**src/rtl/alu_arb_pkg.sv**
```systemverilog
// rtl/alu_arb_pkg.sv - shared types and constants for the ALU sequencing arbiter
package alu_arb_pkg;

    typedef enum logic [1:0] {
        IDLE  = 2'd0,
        ISSUE = 2'd1,
        WAIT  = 2'd2,
        RESP  = 2'd3
    } arbState_e;

    localparam int DEFAULT_WIDTH  = 16;
    localparam int DEFAULT_CODE_W = 5;

    // Operation group carried in alu_code[4:3]
    localparam logic [1:0] ALU_GRP_ARITH = 2'b00;
    localparam logic [1:0] ALU_GRP_LOGIC = 2'b01;
    localparam logic [1:0] ALU_GRP_SHIFT = 2'b10;
    localparam logic [1:0] ALU_GRP_CMP   = 2'b11;

    function automatic logic [15:0] satInc(input logic [15:0] v);
        return (v == 16'hFFFF) ? v : v + 16'd1;
    endfunction

endpackage

```
**src/rtl/rr_arb2.sv**
```systemverilog
// rtl/rr_arb2.sv - combinational two-way round-robin grant
module rr_arb2 (
    input  logic [1:0] valid,
    input  logic       lastGrant,
    output logic [1:0] grant
);

    always_comb begin
        grant = 2'b00;
        case (valid)
            2'b01:   grant = 2'b01;
            2'b10:   grant = 2'b10;
            // On a tie the requester that did not win last time goes next
            2'b11:   grant = lastGrant ? 2'b01 : 2'b10;
            default: grant = 2'b00;
        endcase
    end

endmodule

```
**src/rtl/alu_arbiter.sv**
```systemverilog
// rtl/alu_arbiter.sv - shares one ALU between two requesters, round-robin, enable-toggle triggered
// Defining ALU_ARB_STATS_EN adds saturating grant and overflow counters.
module alu_arbiter
    import alu_arb_pkg::*;
#(
    parameter int WIDTH         = DEFAULT_WIDTH,
    parameter int CODE_W        = DEFAULT_CODE_W,
    parameter int SETTLE_CYCLES = 1
) (
    input  logic              clk,
    input  logic              rst,
    input  logic              req0_valid,
    input  logic              req1_valid,
    output logic              req0_ready,
    output logic              req1_ready,
    input  logic [WIDTH-1:0]  req0_a,
    input  logic [WIDTH-1:0]  req0_b,
    input  logic [WIDTH-1:0]  req1_a,
    input  logic [WIDTH-1:0]  req1_b,
    input  logic [CODE_W-1:0] req0_code,
    input  logic [CODE_W-1:0] req1_code,
    output logic              rsp0_valid,
    output logic              rsp1_valid,
    input  logic              rsp_ready,
    output logic [WIDTH-1:0]  rsp_c,
    output logic              rsp_overflow,
    output logic [WIDTH-1:0]  alu_a,
    output logic [WIDTH-1:0]  alu_b,
    output logic [CODE_W-1:0] alu_code,
    output logic              alu_enable,
    input  logic [WIDTH-1:0]  alu_c,
    input  logic              alu_overflow,
    output logic              busy
`ifdef ALU_ARB_STATS_EN
    ,
    output logic [15:0]       grant_cnt0,
    output logic [15:0]       grant_cnt1,
    output logic [15:0]       ovf_cnt
`endif
);

    arbState_e  state;
    logic       lastGrant;
    logic       owner;
    logic [1:0] grant;
    logic       accept;
    logic       capture;
    logic [3:0] settleCnt;

    rr_arb2 uArb (
        .valid     ({req1_valid, req0_valid}),
        .lastGrant (lastGrant),
        .grant     (grant)
    );

    assign accept     = (state == IDLE) && (grant != 2'b00);
    assign capture    = (state == WAIT) && (settleCnt == 4'd0);
    assign req0_ready = (state == IDLE) && grant[0];
    assign req1_ready = (state == IDLE) && grant[1];
    assign rsp0_valid = (state == RESP) && !owner;
    assign rsp1_valid = (state == RESP) && owner;
    assign busy       = (state != IDLE);

    // alu_a/alu_b/alu_code are the operand registers themselves, so they stay
    // put from ISSUE until the next accept.
    always_ff @(posedge clk) begin
        if (rst) begin
            state        <= IDLE;
            lastGrant    <= 1'b1;
            owner        <= 1'b0;
            settleCnt    <= 4'd0;
            alu_a        <= '0;
            alu_b        <= '0;
            alu_code     <= '0;
            alu_enable   <= 1'b0;
            rsp_c        <= '0;
            rsp_overflow <= 1'b0;
        end else begin
            case (state)
                IDLE: begin
                    if (accept) begin
                        alu_a      <= grant[1] ? req1_a    : req0_a;
                        alu_b      <= grant[1] ? req1_b    : req0_b;
                        alu_code   <= grant[1] ? req1_code : req0_code;
                        owner      <= grant[1];
                        lastGrant  <= grant[1];
                        // Registered toggle: the new level is seen by the ALU during ISSUE
                        alu_enable <= ~alu_enable;
                        state      <= ISSUE;
                    end
                end
                ISSUE: begin
                    settleCnt <= 4'(SETTLE_CYCLES - 1);
                    state     <= WAIT;
                end
                WAIT: begin
                    if (capture) begin
                        rsp_c        <= alu_c;
                        rsp_overflow <= alu_overflow;
                        state        <= RESP;
                    end else begin
                        settleCnt <= settleCnt - 4'd1;
                    end
                end
                RESP: begin
                    if (rsp_ready) begin
                        state <= IDLE;
                    end
                end
                default: state <= IDLE;
            endcase
        end
    end

`ifdef ALU_ARB_STATS_EN
    always_ff @(posedge clk) begin
        if (rst) begin
            grant_cnt0 <= 16'd0;
            grant_cnt1 <= 16'd0;
            ovf_cnt    <= 16'd0;
        end else begin
            if (accept && grant[0]) begin
                grant_cnt0 <= satInc(grant_cnt0);
            end
            if (accept && grant[1]) begin
                grant_cnt1 <= satInc(grant_cnt1);
            end
            if (capture && alu_overflow) begin
                ovf_cnt <= satInc(ovf_cnt);
            end
        end
    end
`endif

endmodule

```
**config.mk**
```make
export PLATFORM = sky130hd
export DESIGN_NAME = alu_arbiter
export DESIGN_NICKNAME = d
export VERILOG_FILES = /design/src/rtl/alu_arb_pkg.sv /design/src/rtl/rr_arb2.sv /design/src/rtl/alu_arbiter.sv
export SDC_FILE = /design/constraint.sdc
export NUM_CORES = 1
export LEC_CHECK = 0
export CORE_MARGIN = 3
export CORE_UTILIZATION = 41
export CTS_CLUSTER_SIZE = 16
export DETAILED_ROUTE_END_ITERATION = 12
export GPL_TIMING_DRIVEN = 0
export PLACE_DENSITY_LB_ADDON = 0.25
export SLEW_MARGIN = 10
export SYNTH_ARGS = -nofsm -noshare
export SYNTH_HDL_FRONTEND = slang
export SYNTH_HIERARCHICAL = 1
export SYNTH_SLANG_ARGS = --single-unit
```
**constraint.sdc**
```tcl
create_clock -name clk -period 3.6 [get_ports clk]
set_clock_uncertainty 0.1 [all_clocks]
set_input_delay 1.08 -clock clk [delete_from_list [all_inputs] [get_ports clk]]
set_output_delay 1.08 -clock clk [all_outputs]
set_load 0.1 [all_outputs]
```
==> results.yml, run 1 <==
run_status:
  outcome: "finished, final reports clean"
timing:
  rsz0062_at_grt: "no"
  min_period_over_period_pct: 98.1
  tightest_slew_ns: 1.03
  slew_headroom_pct: 31.4
  maxSlewViolCount: 0
  fmax_ghz: 0.283
  period_minus_slack_ns: 3.53
  fin_setup_tns_ns: 0
  hold_slack_ns: 0.355
  hold_violations: 0
  final-setup-viol-count: 0
logic_synthesis:
  ys_warn_count: 6
  yosysSeqAreaShare_pct: 45.8
  syn_area_um2: 2750
  synth.avg_cell_area_um2: 9.05
  synth_nets: 406
  yosysMostFrequentCell: "dfxtp_1"
  yosysTopAreaCell: "dfxtp_1"
  synth_top_area_share_pct: 45.8
  ys_top_cells_by_count: "dfxtp_1 (63), nor2_1 (40), mux2i_1 (39), a211oi_1 (37), nand2_1 (36)"
  synthCells: 304
  synth_area_leaders: "dfxtp_1 (46%), mux2i_1 (14%), a211oi_1 (10%)"
  synth_ff_type: "dfxtp_1"
  synthArstFlopShare_pct: 0
  ys_types: 34
  ys_seq_elements: 63
  synth_edf_count: 0
grt:
  track_usage_pct: 22.2
  grt_overflow: 0
  grt_pass1_vias: 2837
  grt_pass1_wl_mm: 13.2
  antenna_found_initial: 0
  grt_max_degree: 11
setup_path:
  cp.required_ns: 2.42
  start_kind: "input pin"
  r2r_end: "state[0]"
  reg2regPathDepth: 5
  worstSetupEndpointType: "output port"
  worstPathMaxFanout: 10
  critPathLaunch: "req1_valid"
  arrival_ns: 2.35
  ff2ff_setup_slack_ns: 1.63
  criticalPathCategory: "input pin to output port"
  worst_r2r_startpoint: "settleCnt[0]"
layout:
  fin_area_um2: 4650
  area_growth_pct: 68.8
  diodes: 0
  final_cells: 552
  multi_input_area_um2: 1350
  fin_nets: 573
  ff_latch_area_um2: 1260
  drive_above_1_share_pct: 6.95
  fill_cells: 510
floorplanning:
  start_util_pct: 42.8
  die_area_um2: 7730
  die_h_um: 87.9
  io_pins: 156
  dieWidth_um: 87.9
  std_cell_rows: 29
  core_um2: 6420
drt:
  routed_wl_mm: 8.17
  vias_per_cell: 4.98
  drt_iter0_drc: 68
  vias: 2751
  route.detailed.drc: 0
  wl_per_cell_um: 14.8
  dr.pass1.iters: 4
  ant_nets: 0
place:
  placedCellCount: 536
  numPortBuffers: 155
  gp_congestion: 0.728
  placed_area_um2: 4400
  dp_hpwl_mm: 6.35
power:
  ir_drop_mv: 0.521
  p_leak_nw: 1.77
  p_total_mw: 4.36
  powerDensity_nw_per_um2: 939
min_path:
  worst_hold_startpoint: "rsp_c[11]"
  hold_path.class: "flop to flop"
  hold_end: "rsp_c[11]"
  whs_path_depth: 2
flow_run:
  cap_viol_max_count: 0
cts:
  path_clk_slew_ns: 0.06
  cts_sinks: 63
  cts_root_buf: "clkbuf_8"
  cts_tree: "built"
  numCtsBuffers: 9
  htreeDepth: 3
  clk_latency_ns: 0.33
  clockBufferDepth: 2
state kept, by name, summed over array words and instances (netlist names):
register      flops
rsp_c            16
alu_enable        1
settleCnt         4
owner             1
state             2
rsp_overflow      1
alu_a            16
alu_code          5
alu_b            16
lastGrant         1
stage by stage:
step / util (%) / setup WS [ns]
detailed placement: 68.5 / -1.08
finish: 72.3 / 0.0677
CTS: 72.0 / -0.00298
global placement: 68.5 / -1.06
global route: 72.3 / 0.00738
floorplan: - / 0.0498
worst max-delay path by stage:
stage	cells after the start	slack (ns)	to
floorplan	4	0.05	req1_ready
global placement	6	-1.06	req1_ready
detailed placement	6	-1.08	req1_ready
CTS	5	-0.003	req0_ready
global route	6	0.007	req1_ready
finish	6	0.07	req1_ready
cell families after synthesis:
group                      count (synthesis)  share of synthesized area [%]
and+or+nand+nor                           93                           14.9
AOI/OAI and AO/OA                         68                           16.7
DFF                                       63                           45.8
muxes                                     39                           14.2
buffers and inverters                     34                           5.28
adders and majority gates                  6                           2.73
xor gates and xnor gates                   1                          0.318
placed cells by master, fill, tap and decap left out, drive strengths merged, types with 4 or more instances in the layout:
master / netlist / final
ha: 6 / 6
clkdlybuf4s50: 0 / 153
nor2: 40 / 40
nand2b: 4 / 4
a211oi: 37 / 37
clkbuf: 12 / 22
a21oi: 21 / 21
dfxtp: 63 / 63
mux2i: 39 / 39
buf: 13 / 17
nand2: 36 / 36
inv: 8 / 8
cell type report:
cell class | count | share of cell area (%)
repair buffers | 156 | 33.7
multi-input cells | 207 | 29.1
flip-flops and latches | 63 | 27.1
clock buffers | 11 | 3.04
plain buffers | 25 | 2.67
well taps | 77 | 2.07
clock inverters | 4 | 1.51
inverters | 9 | 0.754
critical path, stage by stage:
cell             delay [ns]
clkdlybuf4s50_1        0.47
a21boi_2               0.15
buf_2                  0.16
buf_12                 0.15
and2_4                 0.17
buf_12                 0.17
routing by layer:
metal  wire, µm  global-route usage, %  vias to the layer above
met5          0                      0                        -
met4        151                   9.90                        0
met3        798                   8.65                       14
met2       3960                   36.9                      111
met1       3260                   25.0                     1232
li1           -                      -                     1394
repair_timing:
| action | 4_1_cts | 5_1_grt |
|---|---|---|
| hold buffers | 0 | 0 |
| endpoints found under the setup margin | 2 | 2 |
| gates resized for setup | 19 | 5 |
| setup buffers | 0 | 1 |
report_power, final:
part	switching, mW	leakage [nW]	total (mW)	internal, mW
sequential	0.116	0.519	1.02	0.908
combinational	2.01	1.15	2.68	0.668
clock	0.256	0.109	0.659	0.403
total	2.38	1.77	4.36	1.98
(Power assumes the default switching activity.)
==> run 2: changes to the inputs <==
- CORE_UTILIZATION: 41 -> 43
- CTS_BUF_LIST: default -> sky130_fd_sc_hd__clkbuf_8
- CTS_CLUSTER_DIAMETER: default -> 120
==> run 2 against run 1 <==
First-iteration DRC count increased by 37%. Global-route usage increased by 0.19 points. Register-to-register slack improved by 0.02 ns. Wire length increased by 1.0%. Flip-flop and latch count unchanged. Non-clock buffer count decreased by 1. Die area decreased by 4.3%. Core utilization increased by 3.9 points. Largest cell class unchanged. Largest power group unchanged.
==> results.yml, run 2 (synthesis results as in run 1) <==
run_status:
  outcome: "finished, final reports clean"
drt:
  vias: 2820
  drt_iter0_drc: 93
  dr.pass1.iters: 4
  routed_wl_mm: 8.25
  route.detailed.drc: 0
  ant_nets: 0
  wl_per_cell_um: 15.0
  vias_per_cell: 5.13
grt:
  grt_pass1_wl_mm: 12.9
  use_met1_pct: 22.8
  use_met3_pct: 8.93
  met2_usage_pct: 39.7
  antenna_found_initial: 0
  grt_overflow: 0
  grt_max_degree: 12
  grt.busiest_layer: "met2"
  grt_pass1_vias: 2868
  track_usage_pct: 22.3
timing:
  min_period_over_period_pct: 99.3
  fmax_ghz: 0.280
  final-setup-viol-count: 0
  maxSlewViolCount: 0
  tightest_slew_ns: 1.02
  slew_headroom_pct: 31.5
  hold_violations: 0
  period_minus_slack_ns: 3.58
floorplanning:
  start_util_pct: 45.4
  die_h_um: 86.0
  io_pins: 156
  dieWidth_um: 86.0
  std_cell_rows: 28
  die_area_um2: 7390
  core_um2: 6060
setup_path:
  cpMaxStageDelayCell: "clkdlybuf4s50_1"
  arrival_ns: 2.40
  crit_chain: "clkdlybuf4s50_1 -> a21boi_2 -> buf_6 -> buf_12 -> and2_4 -> buf_12"
  path_buf_inv: 4
  cp.required_ns: 2.42
  crit_family: "buffers and inverters"
  start_kind: "input pin"
  critPathLaunch: "req1_valid"
  criticalPathCategory: "input pin to output port"
  ff2ff_setup_slack_ns: 1.65
  worst_r2r_startpoint: "state[0]"
  cp_common_cell: "buf_12"
  worstPathMaxFanout: 10
  critPathMaxStageDelay_ns: 0.50
  worstSetupEndpointType: "output port"
cts:
  htreeDepth: 3
  numCtsBuffers: 9
  cts_sinks: 63
  cts_tree: "built"
  cts_setup_buffers: 0
  clk_latency_ns: 0.34
  clockBufferDepth: 2
  cts_root_buf: "clkbuf_8"
  path_clk_slew_ns: 0.07
layout:
  final_common_cell: "clkdlybuf4s50_1"
  final_cells: 550
  fin_nets: 572
  final_cell_mix: "clkdlybuf4s50_1 (152), dfxtp_1 (63), nor2_1 (40), mux2i_1 (39), a211oi_1 (37)"
  finish.utilization_pct: 76.2
  drive_above_1_share_pct: 7.37
  reg_top3: "alu_a: 16 flops, alu_b: 16 flops, rsp_c: 16 flops"
  area_growth_pct: 67.9
  diodes: 0
  fill_cells: 449
flow_run:
  cap_viol_max_count: 0
power:
  p_seq_share_pct: 24.0
  combPwrFrac_pct: 62.9
  ir_drop_mv: 0.542
  p_leak_nw: 1.76
  internal_power_mw: 1.86
  power.switching_mw: 2.41
  powerDensity_nw_per_um2: 924
  p_sw_share_pct: 56.4
  clockPowerShare_pct: 13.1
place:
  numPortBuffers: 155
  dp_hpwl_mm: 6.32
  gp_congestion: 0.785
  placedCellCount: 534
min_path:
  hold_path.class: "flop to flop"
  worst_hold_startpoint: "rsp_c[15]"
run 2: power by group through the flow:
stage / logic, mW / clock network (mW) / registers [mW]
finish: 2.69 / 0.558 / 1.02
global route: 2.80 / 0.607 / 1.05
CTS: 2.69 / 0.565 / 1.02
detailed placement: 2.67 / 0 / 1.03
global placement: 2.64 / 0 / 1.02
floorplan: 0.605 / 0 / 2.43
run 2: worst paths after layout:
kind | endpoint | cells past startpoint
worst max-delay path | req1_ready | 6
worst min-delay path | rsp_c[15] | 2
worst max register to register | rsp_c[9] | 8
worst min register to register | rsp_c[15] | 2
run 2: cell type report:
cell class	instances	area (µm²)	share of cell area, %
timing repair buffer	155	1560	33.8
multi-input combinational	207	1360	29.3
sequential	63	1260	27.3
clock buffer	11	151	3.28
buffer	25	130	2.82
tap	75	93.8	2.03
inverter	9	35.0	0.758
clock inverter	5	32.5	0.704
run 2: routing by layer:
layer | share of wire (%) | up-vias
met1 | 38 | 1286
met3 | 11 | 14
li1 | - | 1394
met2 | 49 | 126
met4 | 2.1 | 0
met5 | 0 | -
run 2: worst register-to-register path, cell delays in order, from the launching register on:
cell	delay, ns
dfxtp_1	0.38
inv_1	0.10
ha_1	0.20
buf_2	0.16
nand4bb_1	0.10
buf_2	0.19
clkbuf_1	0.36
nand2_1	0.11
a21oi_1	0.18
run 2: metrics by stage:
step	setup slack (ns)	total power, mW	setup TNS (ns)	cell area, µm²	hold slack, ns
3_5_place_dp	-1.10	3.70	-1.83	4400	0.346
2_1_floorplan	0.0498	3.03	0	2750	0.353
6_report	0.0241	4.27	0	4620	0.355
5_1_grt	-0.0106	4.45	-0.0106	4620	0.380
3_3_place_gp	-1.06	3.66	-1.73	4400	0.341
4_1_cts	0.0228	4.28	0	4600	0.356
run 2: what timing repair did:
| item | in CTS | in global routing |
|---|---|---|
| hold buffers | 0 | 0 |
| cloned | 0 | 0 |
| resized for setup | 21 | 6 |
| endpoints found under the setup margin | 2 | 3 |
